--- src/rtl/exu_mul_issue_ctrl_if.sv ---
`default_nettype none
// ============================================================================
//  Module      : exu_mul_issue_ctrl_if
//  Description : Bundle of the issue-side, writeback-side and multiplier-side
//                signals of the EXU multiply issue controller.
//                The slave modport is the controller's view. The master
//                modport is the surrounding pipeline and multiplier.
//  Ports       : req_*   issue request (valid/ready, op, operands)
//                flush_i pipeline flush
//                resp_*  writeback response (valid/ready, data)
//                busy_o  controller not idle
//                mul_*   booth multiplier valid/ready port, operands, product
//  Revision    : 1.0 - initial release
// ============================================================================
interface exu_mul_issue_ctrl_if #(
    parameter int XLEN = 64
);
    // Issue stage
    logic                req_valid_i;
    logic                req_ready_o;
    logic [2:0]          req_op_i;
    logic [XLEN-1:0]     req_rs1_i;
    logic [XLEN-1:0]     req_rs2_i;
    logic                flush_i;

    // Writeback
    logic                resp_valid_o;
    logic [XLEN-1:0]     resp_data_o;
    logic                resp_ready_i;
    logic                busy_o;

    // Multiplier
    logic                mul_valid_o;
    logic                mul_rs1_signed_o;
    logic                mul_rs2_signed_o;
    logic [XLEN-1:0]     mul_rs1_data_o;
    logic [XLEN-1:0]     mul_rs2_data_o;
    logic                mul_ready_i;
    logic [2*XLEN-1:0]   mul_out_i;

    // Controller side
    modport slave (
        input  req_valid_i, req_op_i, req_rs1_i, req_rs2_i, flush_i,
        input  resp_ready_i, mul_ready_i, mul_out_i,
        output req_ready_o, resp_valid_o, resp_data_o, busy_o,
        output mul_valid_o, mul_rs1_signed_o, mul_rs2_signed_o,
        output mul_rs1_data_o, mul_rs2_data_o
    );

    // Pipeline / multiplier side
    modport master (
        output req_valid_i, req_op_i, req_rs1_i, req_rs2_i, flush_i,
        output resp_ready_i, mul_ready_i, mul_out_i,
        input  req_ready_o, resp_valid_o, resp_data_o, busy_o,
        input  mul_valid_o, mul_rs1_signed_o, mul_rs2_signed_o,
        input  mul_rs1_data_o, mul_rs2_data_o
    );
endinterface
`default_nettype wire

--- src/rtl/exu_mul_issue_ctrl.sv ---
`default_nettype none
// ============================================================================
//  Module      : exu_mul_issue_ctrl
//  Description : Initiator-side controller for the slow booth multiplier.
//                Accepts one RV64M multiply request from issue. It holds the
//                operands and signedness towards the multiplier and captures
//                the 2*XLEN product on the one-cycle ready pulse. It then
//                selects and sign-extends the architectural result. Finally
//                it presents the result to writeback with backpressure.
//                A flush aborts the operation at any point.
//  Ports       : clk, rst             clock, synchronous active-high reset
//                bus (slave modport)  issue request, flush, writeback
//                                     response, busy, multiplier port
//  Parameters  : XLEN          operand/result width (product is 2*XLEN)
//                ABORT_CYCLES  cycles mul_valid_o is held low after an abort
//                              before a new issue is allowed (>= 1)
//  Revision    : 1.0 - initial release
// ============================================================================
module exu_mul_issue_ctrl #(
    parameter int XLEN         = 64,
    parameter int ABORT_CYCLES = 2
) (
    input  logic                 clk,
    input  logic                 rst,
    exu_mul_issue_ctrl_if.slave  bus
);

    // ------------------------------------------------------------------------
    // Constants
    // ------------------------------------------------------------------------
    localparam logic [2:0] c_OP_MUL    = 3'd0;
    localparam logic [2:0] c_OP_MULH   = 3'd1;
    localparam logic [2:0] c_OP_MULHSU = 3'd2;
    localparam logic [2:0] c_OP_MULHU  = 3'd3;
    localparam logic [2:0] c_OP_MULW   = 3'd4;

    // Result selection, decoded once at accept time
    localparam logic [1:0] c_SEL_LO    = 2'd0;  // product[XLEN-1:0]
    localparam logic [1:0] c_SEL_HI    = 2'd1;  // product[2*XLEN-1:XLEN]
    localparam logic [1:0] c_SEL_WORD  = 2'd2;  // sign-extended product[31:0]

    localparam int c_WORD_W = 32;

    // The counter holds the remaining abort cycles minus one, so it only
    // needs to represent 0 .. ABORT_CYCLES-1.
    localparam int                 c_CNT_W      = $clog2(ABORT_CYCLES + 1);
    localparam logic [c_CNT_W-1:0] c_ABORT_LOAD = c_CNT_W'(ABORT_CYCLES - 1);
    localparam logic [c_CNT_W-1:0] c_CNT_ONE    = c_CNT_W'(1);

    // ------------------------------------------------------------------------
    // State machine encoding
    // ------------------------------------------------------------------------
    typedef enum logic [1:0] {
        S_IDLE  = 2'd0,
        S_BUSY  = 2'd1,
        S_RESP  = 2'd2,
        S_ABORT = 2'd3
    } state_t;

    state_t               r_state;
    logic [c_CNT_W-1:0]   r_abort_cnt;

    // Operand / result registers
    logic [XLEN-1:0]      r_rs1;
    logic [XLEN-1:0]      r_rs2;
    logic                 r_rs1_signed;
    logic                 r_rs2_signed;
    logic [1:0]           r_res_sel;
    logic [XLEN-1:0]      r_resp_data;

    // ------------------------------------------------------------------------
    // Request decode (combinational, consumed only on accept)
    // ------------------------------------------------------------------------
    logic                 w_rs1_signed;
    logic                 w_rs2_signed;
    logic [1:0]           w_res_sel;
    logic                 w_accept;

    always_comb begin
        // Reserved encodings fall into the MUL defaults
        w_rs1_signed = 1'b1;
        w_rs2_signed = 1'b1;
        w_res_sel    = c_SEL_LO;
        case (bus.req_op_i)
            c_OP_MUL: begin
                w_rs1_signed = 1'b1;
                w_rs2_signed = 1'b1;
                w_res_sel    = c_SEL_LO;
            end
            c_OP_MULH: begin
                w_rs1_signed = 1'b1;
                w_rs2_signed = 1'b1;
                w_res_sel    = c_SEL_HI;
            end
            c_OP_MULHSU: begin
                w_rs1_signed = 1'b1;
                w_rs2_signed = 1'b0;
                w_res_sel    = c_SEL_HI;
            end
            c_OP_MULHU: begin
                w_rs1_signed = 1'b0;
                w_rs2_signed = 1'b0;
                w_res_sel    = c_SEL_HI;
            end
            c_OP_MULW: begin
                w_rs1_signed = 1'b1;
                w_rs2_signed = 1'b1;
                w_res_sel    = c_SEL_WORD;
            end
            default: begin
                w_rs1_signed = 1'b1;
                w_rs2_signed = 1'b1;
                w_res_sel    = c_SEL_LO;
            end
        endcase
    end

    // Flush has priority over a new request in IDLE
    assign w_accept = (r_state == S_IDLE) && bus.req_valid_i && !bus.flush_i;

    // ------------------------------------------------------------------------
    // Result selection from the product (valid in the ready-pulse cycle)
    // ------------------------------------------------------------------------
    logic [XLEN-1:0]      w_result;

    always_comb begin
        w_result = bus.mul_out_i[XLEN-1:0];
        case (r_res_sel)
            c_SEL_LO:   w_result = bus.mul_out_i[XLEN-1:0];
            c_SEL_HI:   w_result = bus.mul_out_i[2*XLEN-1:XLEN];
            c_SEL_WORD: w_result = {{(XLEN-c_WORD_W){bus.mul_out_i[c_WORD_W-1]}},
                                    bus.mul_out_i[c_WORD_W-1:0]};
            default:    w_result = bus.mul_out_i[XLEN-1:0];
        endcase
    end

    // ------------------------------------------------------------------------
    // Control state machine and datapath registers
    // ------------------------------------------------------------------------
    always_ff @(posedge clk) begin
        if (rst) begin
            r_state      <= S_IDLE;
            r_abort_cnt  <= '0;
            r_rs1        <= '0;
            r_rs2        <= '0;
            r_rs1_signed <= 1'b0;
            r_rs2_signed <= 1'b0;
            r_res_sel    <= c_SEL_LO;
            r_resp_data  <= '0;
        end else begin
            case (r_state)
                S_IDLE: begin
                    // Operands are loaded only here, so they stay stable
                    // towards the multiplier until the next accept.
                    if (w_accept) begin
                        r_rs1        <= bus.req_rs1_i;
                        r_rs2        <= bus.req_rs2_i;
                        r_rs1_signed <= w_rs1_signed;
                        r_rs2_signed <= w_rs2_signed;
                        r_res_sel    <= w_res_sel;
                        r_state      <= S_BUSY;
                    end
                end

                S_BUSY: begin
                    // A flush coinciding with the ready pulse still aborts.
                    // The product is dropped.
                    if (bus.flush_i) begin
                        r_abort_cnt <= c_ABORT_LOAD;
                        r_state     <= S_ABORT;
                    end else if (bus.mul_ready_i) begin
                        r_resp_data <= w_result;
                        r_state     <= S_RESP;
                    end
                end

                S_RESP: begin
                    // Flush retires the response without a handshake
                    if (bus.flush_i || bus.resp_ready_i) begin
                        r_state <= S_IDLE;
                    end
                end

                S_ABORT: begin
                    // Keep valid low long enough for the multiplier to see
                    // the drop. A repeated flush restarts the wait.
                    if (bus.flush_i) begin
                        r_abort_cnt <= c_ABORT_LOAD;
                    end else if (r_abort_cnt == '0) begin
                        r_state <= S_IDLE;
                    end else begin
                        r_abort_cnt <= r_abort_cnt - c_CNT_ONE;
                    end
                end

                default: begin
                    r_state <= S_IDLE;
                end
            endcase
        end
    end

    // ------------------------------------------------------------------------
    // Outputs
    // ------------------------------------------------------------------------
    assign bus.req_ready_o  = (r_state == S_IDLE);
    assign bus.busy_o       = (r_state != S_IDLE);
    assign bus.resp_valid_o = (r_state == S_RESP);
    assign bus.resp_data_o  = r_resp_data;

    // Valid is gated by the ready pulse in the same cycle. The multiplier
    // therefore never sees valid high while it is returning to idle, and it
    // cannot restart on a stale request. The flush gate drops valid
    // immediately on abort.
    assign bus.mul_valid_o      = (r_state == S_BUSY) && !bus.mul_ready_i && !bus.flush_i;
    assign bus.mul_rs1_signed_o = r_rs1_signed;
    assign bus.mul_rs2_signed_o = r_rs2_signed;
    assign bus.mul_rs1_data_o   = r_rs1;
    assign bus.mul_rs2_data_o   = r_rs2;

endmodule
`default_nettype wire

--- src/flat_wrapper.sv ---
// flat-port wrapper written by rule: the top's interface ports become plain ports
module exu_mul_issue_ctrl_flat 
#(
    parameter int XLEN         = 64,
    parameter int ABORT_CYCLES = 2
)
  (clk, rst, bus_req_valid_i, bus_req_op_i, bus_req_rs1_i, bus_req_rs2_i, bus_flush_i, bus_resp_ready_i, bus_mul_ready_i, bus_mul_out_i, bus_req_ready_o, bus_resp_valid_o, bus_resp_data_o, bus_busy_o, bus_mul_valid_o, bus_mul_rs1_signed_o, bus_mul_rs2_signed_o, bus_mul_rs1_data_o, bus_mul_rs2_data_o);
  exu_mul_issue_ctrl_if #(.XLEN(XLEN)) bus_i ();
  input  logic clk;
  input  logic rst;
  input wire logic [$bits(bus_i.req_valid_i)-1:0] bus_req_valid_i;
  input wire logic [$bits(bus_i.req_op_i)-1:0] bus_req_op_i;
  input wire logic [$bits(bus_i.req_rs1_i)-1:0] bus_req_rs1_i;
  input wire logic [$bits(bus_i.req_rs2_i)-1:0] bus_req_rs2_i;
  input wire logic [$bits(bus_i.flush_i)-1:0] bus_flush_i;
  input wire logic [$bits(bus_i.resp_ready_i)-1:0] bus_resp_ready_i;
  input wire logic [$bits(bus_i.mul_ready_i)-1:0] bus_mul_ready_i;
  input wire logic [$bits(bus_i.mul_out_i)-1:0] bus_mul_out_i;
  output wire logic [$bits(bus_i.req_ready_o)-1:0] bus_req_ready_o;
  output wire logic [$bits(bus_i.resp_valid_o)-1:0] bus_resp_valid_o;
  output wire logic [$bits(bus_i.resp_data_o)-1:0] bus_resp_data_o;
  output wire logic [$bits(bus_i.busy_o)-1:0] bus_busy_o;
  output wire logic [$bits(bus_i.mul_valid_o)-1:0] bus_mul_valid_o;
  output wire logic [$bits(bus_i.mul_rs1_signed_o)-1:0] bus_mul_rs1_signed_o;
  output wire logic [$bits(bus_i.mul_rs2_signed_o)-1:0] bus_mul_rs2_signed_o;
  output wire logic [$bits(bus_i.mul_rs1_data_o)-1:0] bus_mul_rs1_data_o;
  output wire logic [$bits(bus_i.mul_rs2_data_o)-1:0] bus_mul_rs2_data_o;
  assign bus_i.req_valid_i = bus_req_valid_i;
  assign bus_i.req_op_i = bus_req_op_i;
  assign bus_i.req_rs1_i = bus_req_rs1_i;
  assign bus_i.req_rs2_i = bus_req_rs2_i;
  assign bus_i.flush_i = bus_flush_i;
  assign bus_i.resp_ready_i = bus_resp_ready_i;
  assign bus_i.mul_ready_i = bus_mul_ready_i;
  assign bus_i.mul_out_i = bus_mul_out_i;
  assign bus_req_ready_o = bus_i.req_ready_o;
  assign bus_resp_valid_o = bus_i.resp_valid_o;
  assign bus_resp_data_o = bus_i.resp_data_o;
  assign bus_busy_o = bus_i.busy_o;
  assign bus_mul_valid_o = bus_i.mul_valid_o;
  assign bus_mul_rs1_signed_o = bus_i.mul_rs1_signed_o;
  assign bus_mul_rs2_signed_o = bus_i.mul_rs2_signed_o;
  assign bus_mul_rs1_data_o = bus_i.mul_rs1_data_o;
  assign bus_mul_rs2_data_o = bus_i.mul_rs2_data_o;
  exu_mul_issue_ctrl #(.XLEN(XLEN), .ABORT_CYCLES(ABORT_CYCLES)) u_core (.clk(clk), .rst(rst), .bus(bus_i));
endmodule
--- config.mk ---
export PLATFORM = sky130hd
export DESIGN_NAME = exu_mul_issue_ctrl_flat
export DESIGN_NICKNAME = d
export VERILOG_FILES = /design/src/rtl/exu_mul_issue_ctrl_if.sv /design/src/rtl/exu_mul_issue_ctrl.sv /design/src/flat_wrapper.sv
export SDC_FILE = /design/constraint.sdc
export NUM_CORES = 1
export LEC_CHECK = 0
export ABC_AREA = 0
export ABC_CLOCK_PERIOD_IN_PS = 2890
export BUFFER_PORTS_ARGS = -buffer_cell sky130_fd_sc_hd__buf_2
export CAP_MARGIN = 0
export CORE_AREA = 2 2 181 183
export DETAILED_ROUTE_END_ITERATION = 10
export DIE_AREA = 0 0 183 185
export SLEW_MARGIN = 10
export SYNTH_ARGS = -nofsm -noshare
export SYNTH_HDL_FRONTEND = slang
export SYNTH_SLANG_ARGS = --single-unit
--- constraint.sdc ---
create_clock -name clk -period 2.89 [get_ports clk]
set_input_delay 0.4335 -clock clk [delete_from_list [all_inputs] [get_ports clk]]
set_output_delay 0.4335 -clock clk [all_outputs]
set_load 0.005 [all_outputs]
After elaboration in Yosys (flattened, before gate mapping)
Cells that the tools add are included.

storage, ports and cells
  flip-flop bits (word level) = 200
  output and inout bits = 198
  bits of input ports = 265

cells by class
  muxes and demuxes = 15
  bitwise operators = 1
  add/sub/neg operators = 1
  reductions and logical operators = 17
  eq/ne operators = 16

operators by type and width
  operator                                           count
  case mux 64 bit (2 select lines)                   1
  two-way mux 2 bit                                  9
  case mux 2 bit (2 select lines)                    2
  case mux 2 bit (4 select lines)                    1
  == test 2 bit (second input constant)              3
  == test 3 x 2 -> 1 bit (second input constant)     2
  != test 2 x 1 -> 1 bit (second input constant)     3
  != test 3 bit (second input constant)              2
  AND reduction 3 bit                                2
  AND reduction 5 bit                                1
  == test 2 x 1 -> 1 bit (second input constant)     2
  logical AND 1 bit                                  4
  logical NOT 2 bit                                  2
  != test 2 bit (second input constant)              2
  nonzero test 2 bit                                 2
  == test 3 x 1 -> 1 bit (second input constant)     1
  == test 3 bit (second input constant)              1
  OR reduction 3 bit                                 1
  logical NOT 1 bit                                  2
  two-way mux 1 bit                                  2
  AND reduction 2 bit                                1
  OR reduction 2 bit                                 1
  subtractor 2 x 1 -> 2 bit (second input constant)  1
  logical OR 1 bit                                   1
  inverter 1 bit                                     1

Longest topological paths before layout
Gate-level depths: netlist of the first run.

  word-level depth = 5
  gate-level depth with buffers = 8
  depth with buffers taken out = 5

Worst setup path before layout of the first run
OpenSTA, ideal clock, no wires.

  path type = flip-flop to flip-flop
  start point = register u_core.r_res_sel[0]
  end point = register u_core.r_resp_data[10], in the netlist u_core.bus.resp_data_o[10]
  data arrival time = 1.583 ns
  library setup time = 0.132 ns
  path buffers = 2
  data required time = 2.758 ns
  stages on the path, launching flop included = 8
  path slack = 1.175 ns
  cells stage by stage = dfxtp_1 inv_1 ha_1 or2_2 clkbuf_1 clkbuf_1 a221oi_1 nor3_1

on the way
  longest elaborated chain between the ends = 2
  elaborated cells between the ends (all ways) = 3

RTL lines
  what                                                     line                       RTL
  start, declared                                          exu_mul_issue_ctrl.sv:68   logic [1:0] r_res_sel;
  start signal, assigned                                   exu_mul_issue_ctrl.sv:148  r_res_sel <= c_SEL_LO;
  start signal, assigned                                   exu_mul_issue_ctrl.sv:160  r_res_sel <= w_res_sel;
  == test 2 bit or == test 2 x 1 -> 1 bit (tied branches)  exu_mul_issue_ctrl.sv:128  case (r_res_sel)
  case mux 64 bit (2 select lines) (*)                     exu_mul_issue_ctrl.sv:128
  end signal, assigned                                     exu_mul_issue_ctrl.sv:172  r_resp_data <= w_result;
  end, declared                                            exu_mul_issue_ctrl.sv:69   logic [XLEN-1:0] r_resp_data;

Every way passes the cells marked *; elsewhere a longest branch is shown, timed or not.
A chain may end at the register's enable or synchronous reset.

Worst setup path after layout of the first run
  start point = register u_core.r_res_sel[0]
  end point = register u_core.r_resp_data[15], in the netlist u_core.bus.resp_data_o[15]

The elaborated chain is that of the path after synthesis.

==> results.py, run 1 <==
metrics = {
    "synth": {
        "synth_area_leaders": "dfxtp_1, nand2_1, a21oi_1",
        "syn_area_sq_mm": 0.00784,
        "ys_seq_area_share_pct": 51.1,
        "ys_warn_count": 0,
        "synth_cell_type_count": 30,
        "async_flop_share_pct": 0,
        "synth_nets": 1247,
        "syn_inst": 979,
        "yosys-top-cells-count": "nand2_1, dfxtp_1, a21oi_1, clkbuf_1, nor2_1",
        "ys.flop_type": "dfxtp_1",
        "synth.most_common_cell": "nand2_1",
        "post-synth-top-area-cell": "dfxtp_1",
        "synth_seq_cells": 200,
        "synth_edf_count": 0,
        "yosysTopAreaCellShare_pct": 51.1,
        "syn_avg_cell_area_sq_um": 8.01,
    },
    "die": {
        "die_height_um": 185,
        "die_area_sq_mm": 0.0339,
        "die_w_um": 183,
        "io_pins": 463,
        "start_util_pct": 24.5,
        "rows": 66,
        "core_region_area_sq_mm": 0.0320,
    },
    "cts": {
        "path_clk_slew_ns": 0.08,
        "cts_htree_levels": 4,
        "clockBufferDepth": 2,
        "cts-root-buf": "clkbuf_16",
        "cts_sinks": 200,
        "cts_setup_buffers": 0,
        "clock_latency_ns": 0.44,
        "cts_tree": "done",
        "postCtsHoldBufs": 0,
        "cts_made_buffers": 17,
        "cts_resized": 0,
    },
    "place": {
        "io_buffers": 462,
        "hpwlAfterDp_um": 20200,
        "gp_congestion": 0.806,
    },
    "timing": {
        "hold_ws_ns": 0.222,
        "fin_crit_sh_pct": 75.0,
        "fin_skew_ns": 0.00906,
        "maxSlewHeadroom_pct": 42.0,
        "clock.fmax_mhz": 461,
        "setup_viol": 0,
        "tightestPinTransition_ns": 0.866,
        "final_hold_viol_count": 0,
        "tns_ns": 0,
        "rsz0062_at_grt": "false",
        "fin_crit_ns": 2.17,
        "final_max_slew_viol_count": 0,
    },
    "critical_path": {
        "crit_arrival_ns": 2.52,
        "start_kind": "register",
        "worstSetupEndpointType": "register",
        "cp.required_ns": 3.24,
        "cp_max_fo": 33,
        "path_class": "register to register",
    },
    "final_layout": {
        "utilization_pct": 34.6,
        "layout-drive-gt1-share_pct": 36.9,
        "n_fill_cell": 3411,
        "areaGrowthSynthToFinish_pct": 41.3,
        "fin_nets": 1644,
    },
    "drt": {
        "wire_per_inst_um": 15.4,
        "vias": 8341,
        "wl_met3_um": 2430,
        "ant_nets": 0,
        "drt_iter0_markers": 298,
        "routed-wl-met2_um": 13600,
        "top_layer_used": "met4",
        "dr.pass1.iters": 5,
        "wirelength_um": 27800,
        "drc": 0,
        "wl_met1_um": 11100,
        "via_per_inst": 4.64,
    },
    "power": {
        "p_sw_mw": 1.63,
        "combPwrFrac_pct": 12.2,
        "seqPwrFrac_pct": 46.6,
        "powerDensity_mw_per_mm2": 568,
        "peakVddDrop_v": 0.000380,
        "power_frac_clock_pct": 41.2,
        "switching_share_pct": 26.0,
        "p_leak_nw": 5.03,
        "intPower_mw": 4.66,
    },
    "min_path": {
        "worstHoldPathType": "input pin to register",
    },
    "global_routing": {
        "overflow": 0,
        "grt_pass1_vias": 7738,
        "grt_max_degree": 134,
        "track_usage_pct": 15.6,
        "grt_antenna_before_repair": 4,
        "grt_pass1_wl_um": 41400,
    },
    "run": {
        "cap_violations": 0,
    },
    "outcome": {
        "status": "finished, final reports clean",
    },
}
==> cells by family after synthesis <==
kind of cell,share of synthesized area [%]
fa+ha+maj,0.479
compound gates,18.8
buf+inv,5.49
simple gates,24.1
flops,51.1
==> critical path: stages (launching register included) <==
cell,delay [ns]
dfxtp_1,0.33
inv_1,0.06
ha_2,0.61
or2_2,0.66
a221oi_1,0.16
nor3_1,0.24
==> stage by stage <==
stage               setup slack (ns)  power (mW)  cells  area (sq um)
finish                         0.721        6.30   1798         11100
global route                   0.544        6.60   1798         11100
CTS                            0.739        6.40   1797         11100
detailed placement             0.739        3.78   1765         10400
global placement               0.780        3.77   1765         10400
floorplan                       1.17        3.37    979          7840
==> placed cells by master (no fill, tap or decap), drive strengths merged, types with 2 or more instances in the layout <==
master | netlist | routed
a221o | 32 | 32
nand3 | 33 | 33
nor3 | 33 | 33
clkinvlp | 0 | 2
nand2b | 32 | 32
nor2 | 37 | 37
a221oi | 32 | 32
nor4b | 2 | 2
clkinv | 0 | 3
bufinv | 0 | 3
nor4bb | 2 | 2
o21ai | 3 | 3
ha | 3 | 3
clkbuf | 67 | 19
nor2b | 6 | 6
buf | 27 | 472
inv | 6 | 11
dfxtp | 200 | 200
nand2 | 290 | 290
a21oi | 164 | 164
==> power groups by stage <==
stage | clock network, mW | logic (mW) | registers, mW
6_report | 2.59 | 0.766 | 2.94
5_1_grt | 2.79 | 0.854 | 2.95
4_1_cts | 2.69 | 0.778 | 2.94
3_5_place_dp | 0 | 0.777 | 3.00
3_3_place_gp | 0 | 0.768 | 3.00
2_1_floorplan | 0 | 0.359 | 3.01
==> sequential cells by signal (all words and copies together) (netlist names) <==
name / count
u_core.bus.mul_rs2_data_o: 64
u_core.bus.mul_rs1_signed_o: 1
u_core.r_abort_cnt: 2
u_core.bus.mul_rs2_signed_o: 1
u_core.bus.mul_rs1_data_o: 64
u_core.r_state: 2
u_core.r_res_sel: 2
u_core.bus.resp_data_o: 64
==> final timing paths <==
kind	cells past startpoint	slack (ns)	endpoint	startpoint
setup reg to reg	5	0.72	u_core.bus.resp_data_o[15]	u_core.r_res_sel[0]
setup / recovery	5	0.72	u_core.bus.resp_data_o[15]	u_core.r_res_sel[0]
hold / removal	3	0.22	u_core.bus.mul_rs2_data_o[29]	bus_req_rs2_i[29]
hold reg to reg	2	0.45	u_core.bus.mul_rs2_data_o[38]	u_core.bus.mul_rs2_data_o[38]
==> area by class of cell <==
class                   count  area, sq um  share of cell area (%)
flip-flops and latches    200         4000                    36.1
clock inverters            13          186                    1.68
diodes                      1         2.50                  0.0226
repair buffers            472         2460                    22.2
clock buffers              19          453                    4.09
well taps                 408          510                    4.61
inverters                   6         22.5                   0.203
multi-input cells         679         3440                    31.1
==> routing by layer <==
metal / global-route usage [%] / up-vias
met1: 17.5 / 3820
li1: - / 4121
met2: 27.1 / 360
met5: 0 / -
met3: 5.68 / 40
met4: 5.50 / 0
Power figures use the tool's default switching activity.
==> run 2, diff against run 1 <==
--- a/config.mk
+++ b/config.mk
@@ -5,13 +5,13 @@
 export SDC_FILE = /design/constraint.sdc
 export NUM_CORES = 1
 export LEC_CHECK = 0
-export ABC_AREA = 0
-export ABC_CLOCK_PERIOD_IN_PS = 2890
+export ABC_AREA = 1
+export ABC_CLOCK_PERIOD_IN_PS = 1790
 export BUFFER_PORTS_ARGS = -buffer_cell sky130_fd_sc_hd__buf_2
 export CAP_MARGIN = 0
-export CORE_AREA = 2 2 181 183
+export CORE_AREA = 2 2 182 184
 export DETAILED_ROUTE_END_ITERATION = 10
-export DIE_AREA = 0 0 183 185
+export DIE_AREA = 0 0 184 186
 export SLEW_MARGIN = 10
 export SYNTH_ARGS = -nofsm -noshare
 export SYNTH_HDL_FRONTEND = slang
==> constraint.sdc (replaced) <==
create_clock -name clk -period 1.79 [get_ports clk]
set_input_delay 0.2685 -clock clk [delete_from_list [all_inputs] [get_ports clk]]
set_output_delay 0.2685 -clock clk [all_outputs]
set_load 0.005 [all_outputs]
==> run 2 against run 1 <==
  * Sequential power grew 76%
  * Sequential share of layout area fell by 0.37 points
  * Global-route usage decreased by 0.58 points
  * Total power rose by 87%
  * Routed wire length down 2.9%
  * Die area increased by 1.1%
  * Critical path type unchanged
  * Clock-buffer cell count decreased by 1
  * Register-to-register slack worse by 0.54 ns
  * Critical path depth increased by 3
  * Final cell count increased by 4.7%
  * Highest routed layer unchanged
==> results.py, run 2 <==
metrics = {
    "outcome": {
        "status": "finished, final reports clean",
    },
    "die": {
        "die_w_um": 184,
        "io_pins": 463,
        "die_height_um": 186,
        "die_area_sq_mm": 0.0342,
        "rows": 66,
        "start_util_pct": 24.1,
        "core_region_area_sq_mm": 0.0322,
    },
    "cts": {
        "cts_setup_buffers": 0,
        "cts_htree_levels": 4,
        "cts_sinks": 200,
        "clock_latency_ns": 0.44,
        "cts_made_buffers": 17,
        "cts_tree": "done",
        "clockBufferDepth": 2,
        "path_clk_slew_ns": 0.08,
        "cts-root-buf": "clkbuf_16",
    },
    "synth": {
        "synth_area_leaders": "dfxtp_1, o21ai_0, nor2_1",
        "async_flop_share_pct": 0,
        "syn_area_sq_mm": 0.00775,
        "yosysTopAreaCellShare_pct": 51.7,
        "synth.most_common_cell": "nor2_1",
        "synth_nets": 1298,
        "synth_edf_count": 0,
        "ys_warn_count": 0,
        "synth_cell_type_count": 22,
        "ys_seq_area_share_pct": 51.7,
        "ys.flop_type": "dfxtp_1",
        "syn_avg_cell_area_sq_um": 7.52,
        "synth_seq_cells": 200,
        "post-synth-top-area-cell": "dfxtp_1",
        "yosys-top-cells-count": "nor2_1, o21ai_0, dfxtp_1, nand2_1, clkbuf_1",
        "syn_inst": 1030,
    },
    "run": {
        "cap_violations": 0,
    },
    "final_layout": {
        "mostFrequentLayoutCells": "buf_2, nor2_1, o21ai_0",
        "multi_input_area_sq_mm": 0.00330,
        "fin_nets": 1729,
        "n_fill_cell": 3431,
        "layout_commonest_cell": "buf_2",
        "layout-drive-gt1-share_pct": 36.4,
        "register_area_sq_mm": 0.00401,
        "areaGrowthSynthToFinish_pct": 44.5,
        "antennaDiodeCount": 0,
    },
    "timing": {
        "final_max_slew_viol_count": 0,
        "tns_ns": 0,
        "fin_crit_sh_pct": 89.6,
        "maxSlewHeadroom_pct": 67.0,
        "final_hold_viol_count": 0,
        "clock.fmax_mhz": 623,
        "fin_crit_ns": 1.60,
        "setup_viol": 0,
        "fin_skew_ns": 0.0117,
        "tightestPinTransition_ns": 0.494,
        "rsz0062_at_grt": "false",
    },
    "critical_path": {
        "worstSetupEndpointType": "register",
        "cp.required_ns": 2.13,
        "crit_arrival_ns": 1.95,
        "start_kind": "register",
        "path_class": "register to register",
        "cp_max_fo": 57,
    },
    "drt": {
        "wire_per_inst_um": 14.3,
        "ant_nets": 0,
        "vias": 8444,
        "drc": 0,
        "dr.pass1.iters": 4,
        "via_per_inst": 4.49,
        "wirelength_um": 27000,
        "drt_iter0_markers": 353,
    },
    "power": {
        "powerDensity_mw_per_mm2": 1050,
        "power_mw": 11.8,
        "peakVddDrop_v": 0.000596,
        "p_leak_nw": 5.36,
    },
    "min_path": {
        "worstHoldPathType": "input pin to register",
    },
    "global_routing": {
        "grt_antenna_before_repair": 0,
        "grt_max_degree": 87,
        "overflow": 0,
        "grt_pass1_wl_um": 40300,
        "track_usage_pct": 15.0,
        "grt_pass1_vias": 7829,
    },
    "place": {
        "io_buffers": 462,
        "gp_congestion": 0.867,
        "hpwlAfterDp_um": 20200,
    },
}
run 2: changes by cell type after synthesis, moves of 127 or more:
cell and delta:
a21oi_1 -127, nor2_1 +230, o21ai_0 +255, nand2_1 -207
run 2: final cells by class:
class	count	share of cell area (%)
Clock buffer	18	3.83
Clock inverter	14	1.65
Inverter	19	0.682
Multi-Input combinational cell	726	29.5
Sequential cell	200	35.8
Tap cell	408	4.56
Timing Repair Buffer	497	24.0
run 2: routing by layer:
| layer | share of wire, % | global-route usage, % |
|---|---|---|
| met5 | 0 | 0 |
| met4 | 2.2 | 5.60 |
| met3 | 8.0 | 5.34 |
| met2 | 49 | 25.7 |
| met1 | 41 | 17.1 |
run 2: kinds of logic (layout without fill, tap and decap cells):
logic type / after synthesis / in the layout / share of synthesized area [%]
AND/OR/NAND/NOR: 394 / 394 / 20.2
AO/OA/AOI/OAI: 329 / 329 / 21.8
flip-flops: 200 / 200 / 51.7
buffers and inverters: 104 / 548 / 5.80
adder cells (fa/ha/maj): 3 / 3 / 0.484
run 2: critical path, stage by stage, from the launching register on:
cell     delay [ns]
dfxtp_1        0.43
nor2_4         0.08
nand2_4        0.17
buf_4          0.45
nand2_1        0.14
nand2_1        0.08
nor2_1         0.04
nand2_1        0.05
inv_1          0.03
run 2: path summary, 6_finish.rpt:
check | start | end | slack (ns) | depth (start not counted)
max | u_core.r_state[1] | u_core.r_state[0] | 0.19 | 8
min | bus_req_rs1_i[26] | u_core.bus.mul_rs1_data_o[26] | 0.06 | 3
max reg2reg | u_core.r_state[1] | u_core.r_state[0] | 0.19 | 8
min reg2reg | u_core.bus.mul_rs1_data_o[13] | u_core.bus.mul_rs1_data_o[13] | 0.48 | 2
run 2: power breakdown:
| group | internal, mW | switching, mW | leakage [nW] |
|---|---|---|---|
| Clock | 2.14 | 1.93 | 0.300 |
| Sequential | 4.94 | 0.239 | 1.64 |
| Combinational | 1.10 | 1.41 | 3.42 |
run 2: stage by stage:
step	std cells	setup slack, ns	utilization (%)	hold WS (ns)	instance area (sq um)
6_report	1882	0.185	34.8	0.0641	11200
5_1_grt	1882	0.0258	34.8	0.0505	11200
3_3_place_gp	1849	0.150	32.8	0.457	10600
3_5_place_dp	1849	0.139	32.8	0.464	10600
4_1_cts	1882	0.0729	34.8	0.0304	11200
2_1_floorplan	1030	0.234	-	0.338	7750
run 2: repair_timing:
action | 4_1_cts | 5_1_grt
setup endpoints to repair | 0 | 2
endpoints found under the hold margin | 1 | 0
resized for setup | 0 | 1
hold buffers | 1 | 0
==> run 3, diff against run 2 <==
--- a/config.mk
+++ b/config.mk
@@ -6,12 +6,13 @@
 export NUM_CORES = 1
 export LEC_CHECK = 0
 export ABC_AREA = 1
-export ABC_CLOCK_PERIOD_IN_PS = 1790
+export ABC_CLOCK_PERIOD_IN_PS = 2100
 export BUFFER_PORTS_ARGS = -buffer_cell sky130_fd_sc_hd__buf_2
 export CAP_MARGIN = 0
-export CORE_AREA = 2 2 182 184
+export CORE_AREA = 2 2 180 182
 export DETAILED_ROUTE_END_ITERATION = 10
-export DIE_AREA = 0 0 184 186
+export DIE_AREA = 0 0 182 184
+export HOLD_SLACK_MARGIN = 0.12
 export SLEW_MARGIN = 10
 export SYNTH_ARGS = -nofsm -noshare
 export SYNTH_HDL_FRONTEND = slang
==> constraint.sdc (replaced) <==
create_clock -name clk -period 2.1 [get_ports clk]
set_input_delay 0.315 -clock clk [delete_from_list [all_inputs] [get_ports clk]]
set_output_delay 0.315 -clock clk [all_outputs]
set_load 0.005 [all_outputs]
==> run 3 against run 2 <==
  * Worst hold slack better by 0.077 ns
  * Combinational power down 10%
  * Total power down 14%
  * Critical path depth down 3
  * Global-route usage up 1.0 points
  * Worst setup slack better by 0.22 ns
  * Clock-buffer cell count up 1
  * Sequential cell count unchanged
  * Die area down 2.2%
==> results.py, run 3 (synthesis results as in run 2) <==
metrics = {
    "cts": {
        "cts_made_buffers": 17,
        "clock_latency_ns": 0.44,
        "cts_sinks": 200,
        "cts_htree_levels": 4,
        "path_clk_slew_ns": 0.07,
        "cts-root-buf": "clkbuf_16",
        "clockBufferDepth": 2,
        "cts_tree": "done",
    },
    "global_routing": {
        "gr-max-usage-layer": "met2",
        "grt_antenna_before_repair": 3,
        "use_met3_pct": 4.83,
        "track_usage_pct": 16.0,
        "grt_pass1_wl_um": 42900,
        "grt_pass1_vias": 8272,
        "grt_max_degree": 105,
        "overflow": 0,
        "grt_util_met1_pct": 18.6,
        "gr-usage-met2_pct": 28.1,
    },
    "timing": {
        "setup_ws_ns": 0.408,
        "tns_ns": 0,
        "rsz0062_at_grt": "false",
        "final_max_slew_viol_count": 0,
        "tightestPinTransition_ns": 0.483,
        "setup_viol": 0,
        "clock.fmax_mhz": 591,
        "fin_skew_ns": 0.0126,
        "hold_ws_ns": 0.142,
        "fin_crit_ns": 1.69,
        "maxSlewHeadroom_pct": 67.8,
        "final_hold_viol_count": 0,
        "fin_crit_sh_pct": 80.6,
    },
    "final_layout": {
        "n_fill_cell": 3329,
        "mostFrequentLayoutCells": "buf_2, nor2_1, o21ai_0",
        "areaGrowthSynthToFinish_pct": 51.3,
        "layout-drive-gt1-share_pct": 35.1,
        "layout_commonest_cell": "buf_2",
        "fin_nets": 1782,
        "final_cell_area_sq_mm": 0.0117,
        "stdcell_count": 1930,
        "utilization_pct": 37.3,
    },
    "critical_path": {
        "worstSetupEndpointType": "output port",
        "start_kind": "register",
        "cp_max_fo": 6,
        "cp.required_ns": 1.78,
        "path_class": "register to output port",
        "crit_arrival_ns": 1.38,
    },
    "power": {
        "powerDensity_mw_per_mm2": 865,
        "power_mw": 10.1,
        "peakVddDrop_v": 0.000511,
        "p_leak_nw": 5.58,
    },
    "drt": {
        "dr.pass1.iters": 5,
        "ant_nets": 0,
        "drc": 0,
        "wirelength_um": 28100,
        "via_per_inst": 4.53,
        "drt_iter0_markers": 407,
        "wire_per_inst_um": 14.6,
        "vias": 8752,
    },
    "place": {
        "gp_congestion": 0.815,
        "pre_cts_slack_ns": 0.426,
        "hpwlAfterDp_um": 20300,
        "io_buffers": 462,
        "placed_cells": 1842,
        "postPlaceCellArea_sq_mm": 0.0106,
    },
    "die": {
        "io_pins": 463,
        "rows": 65,
        "core_region_area_sq_mm": 0.0314,
        "die_w_um": 182,
        "start_util_pct": 24.7,
        "die_height_um": 184,
        "die_area_sq_mm": 0.0335,
    },
    "outcome": {
        "status": "finished, final reports clean",
    },
    "run": {
        "cap_violations": 0,
    },
    "min_path": {
        "worstHoldPathType": "input pin to register",
    },
}
[run 3: cell count changes in the layout (fill, tap and decap cells not counted), moves of 2 or more]
cell / delta
diode_2: +2
dlygate4sd3_1: +54
clkinvlp_4: +2
inv_8: +2
clkinv_8: -2
inv_6: -3
clkbuf_8: +2
[run 3: worst max-delay path, cell delays in order (launching register included)]
cell and delay (ns):
dfxtp_1 0.47, inv_1 0.11, nor2_1 0.09, nand2_1 0.07, inv_1 0.07, buf_2 0.12
[run 3: layout make-up]
| type | count | area [sq um] | area share [%] |
|---|---|---|---|
| clock inverters | 12 | 155 | 1.32 |
| multi-input cells | 726 | 3300 | 28.2 |
| inverters | 19 | 76.3 | 0.651 |
| clock buffers | 19 | 453 | 3.86 |
| flip-flops and latches | 200 | 4000 | 34.2 |
| repair buffers | 550 | 3220 | 27.5 |
| diodes | 2 | 5.00 | 0.0427 |
| well taps | 402 | 503 | 4.29 |
[run 3: path summary, 6_finish.rpt]
kind                                                     from                            end  slack (ns)  cells past startpoint
worst max register to register              u_core.r_state[0]      u_core.bus.resp_data_o[3]        0.45                      5
worst min register to register  u_core.bus.mul_rs1_data_o[42]  u_core.bus.mul_rs1_data_o[42]        0.48                      2
worst max-delay path                        u_core.r_state[0]                bus_mul_valid_o        0.41                      5
worst min-delay path                        bus_req_rs1_i[41]  u_core.bus.mul_rs1_data_o[41]        0.14                      3
[run 3: what timing repair did]
item                                    in CTS  in global routing
endpoints found under the setup margin       0                  0
endpoints found under the hold margin       54                  1
gates resized for setup                      0                  0
setup buffers                                0                  0
hold buffers                                54                  1
[run 3: where the power goes]
part           switching [mW]  internal (mW)
logic                    1.24           1.00
clock network            1.61           1.86
registers               0.210           4.21
[run 3: per-layer routing]
layer | part of all wire (%) | vias up
met1 | 40 | 3923
met2 | 50 | 390
met4 | 1.9 | 2
met3 | 7.7 | 43
met5 | 0.046 | -
li1 | - | 4394
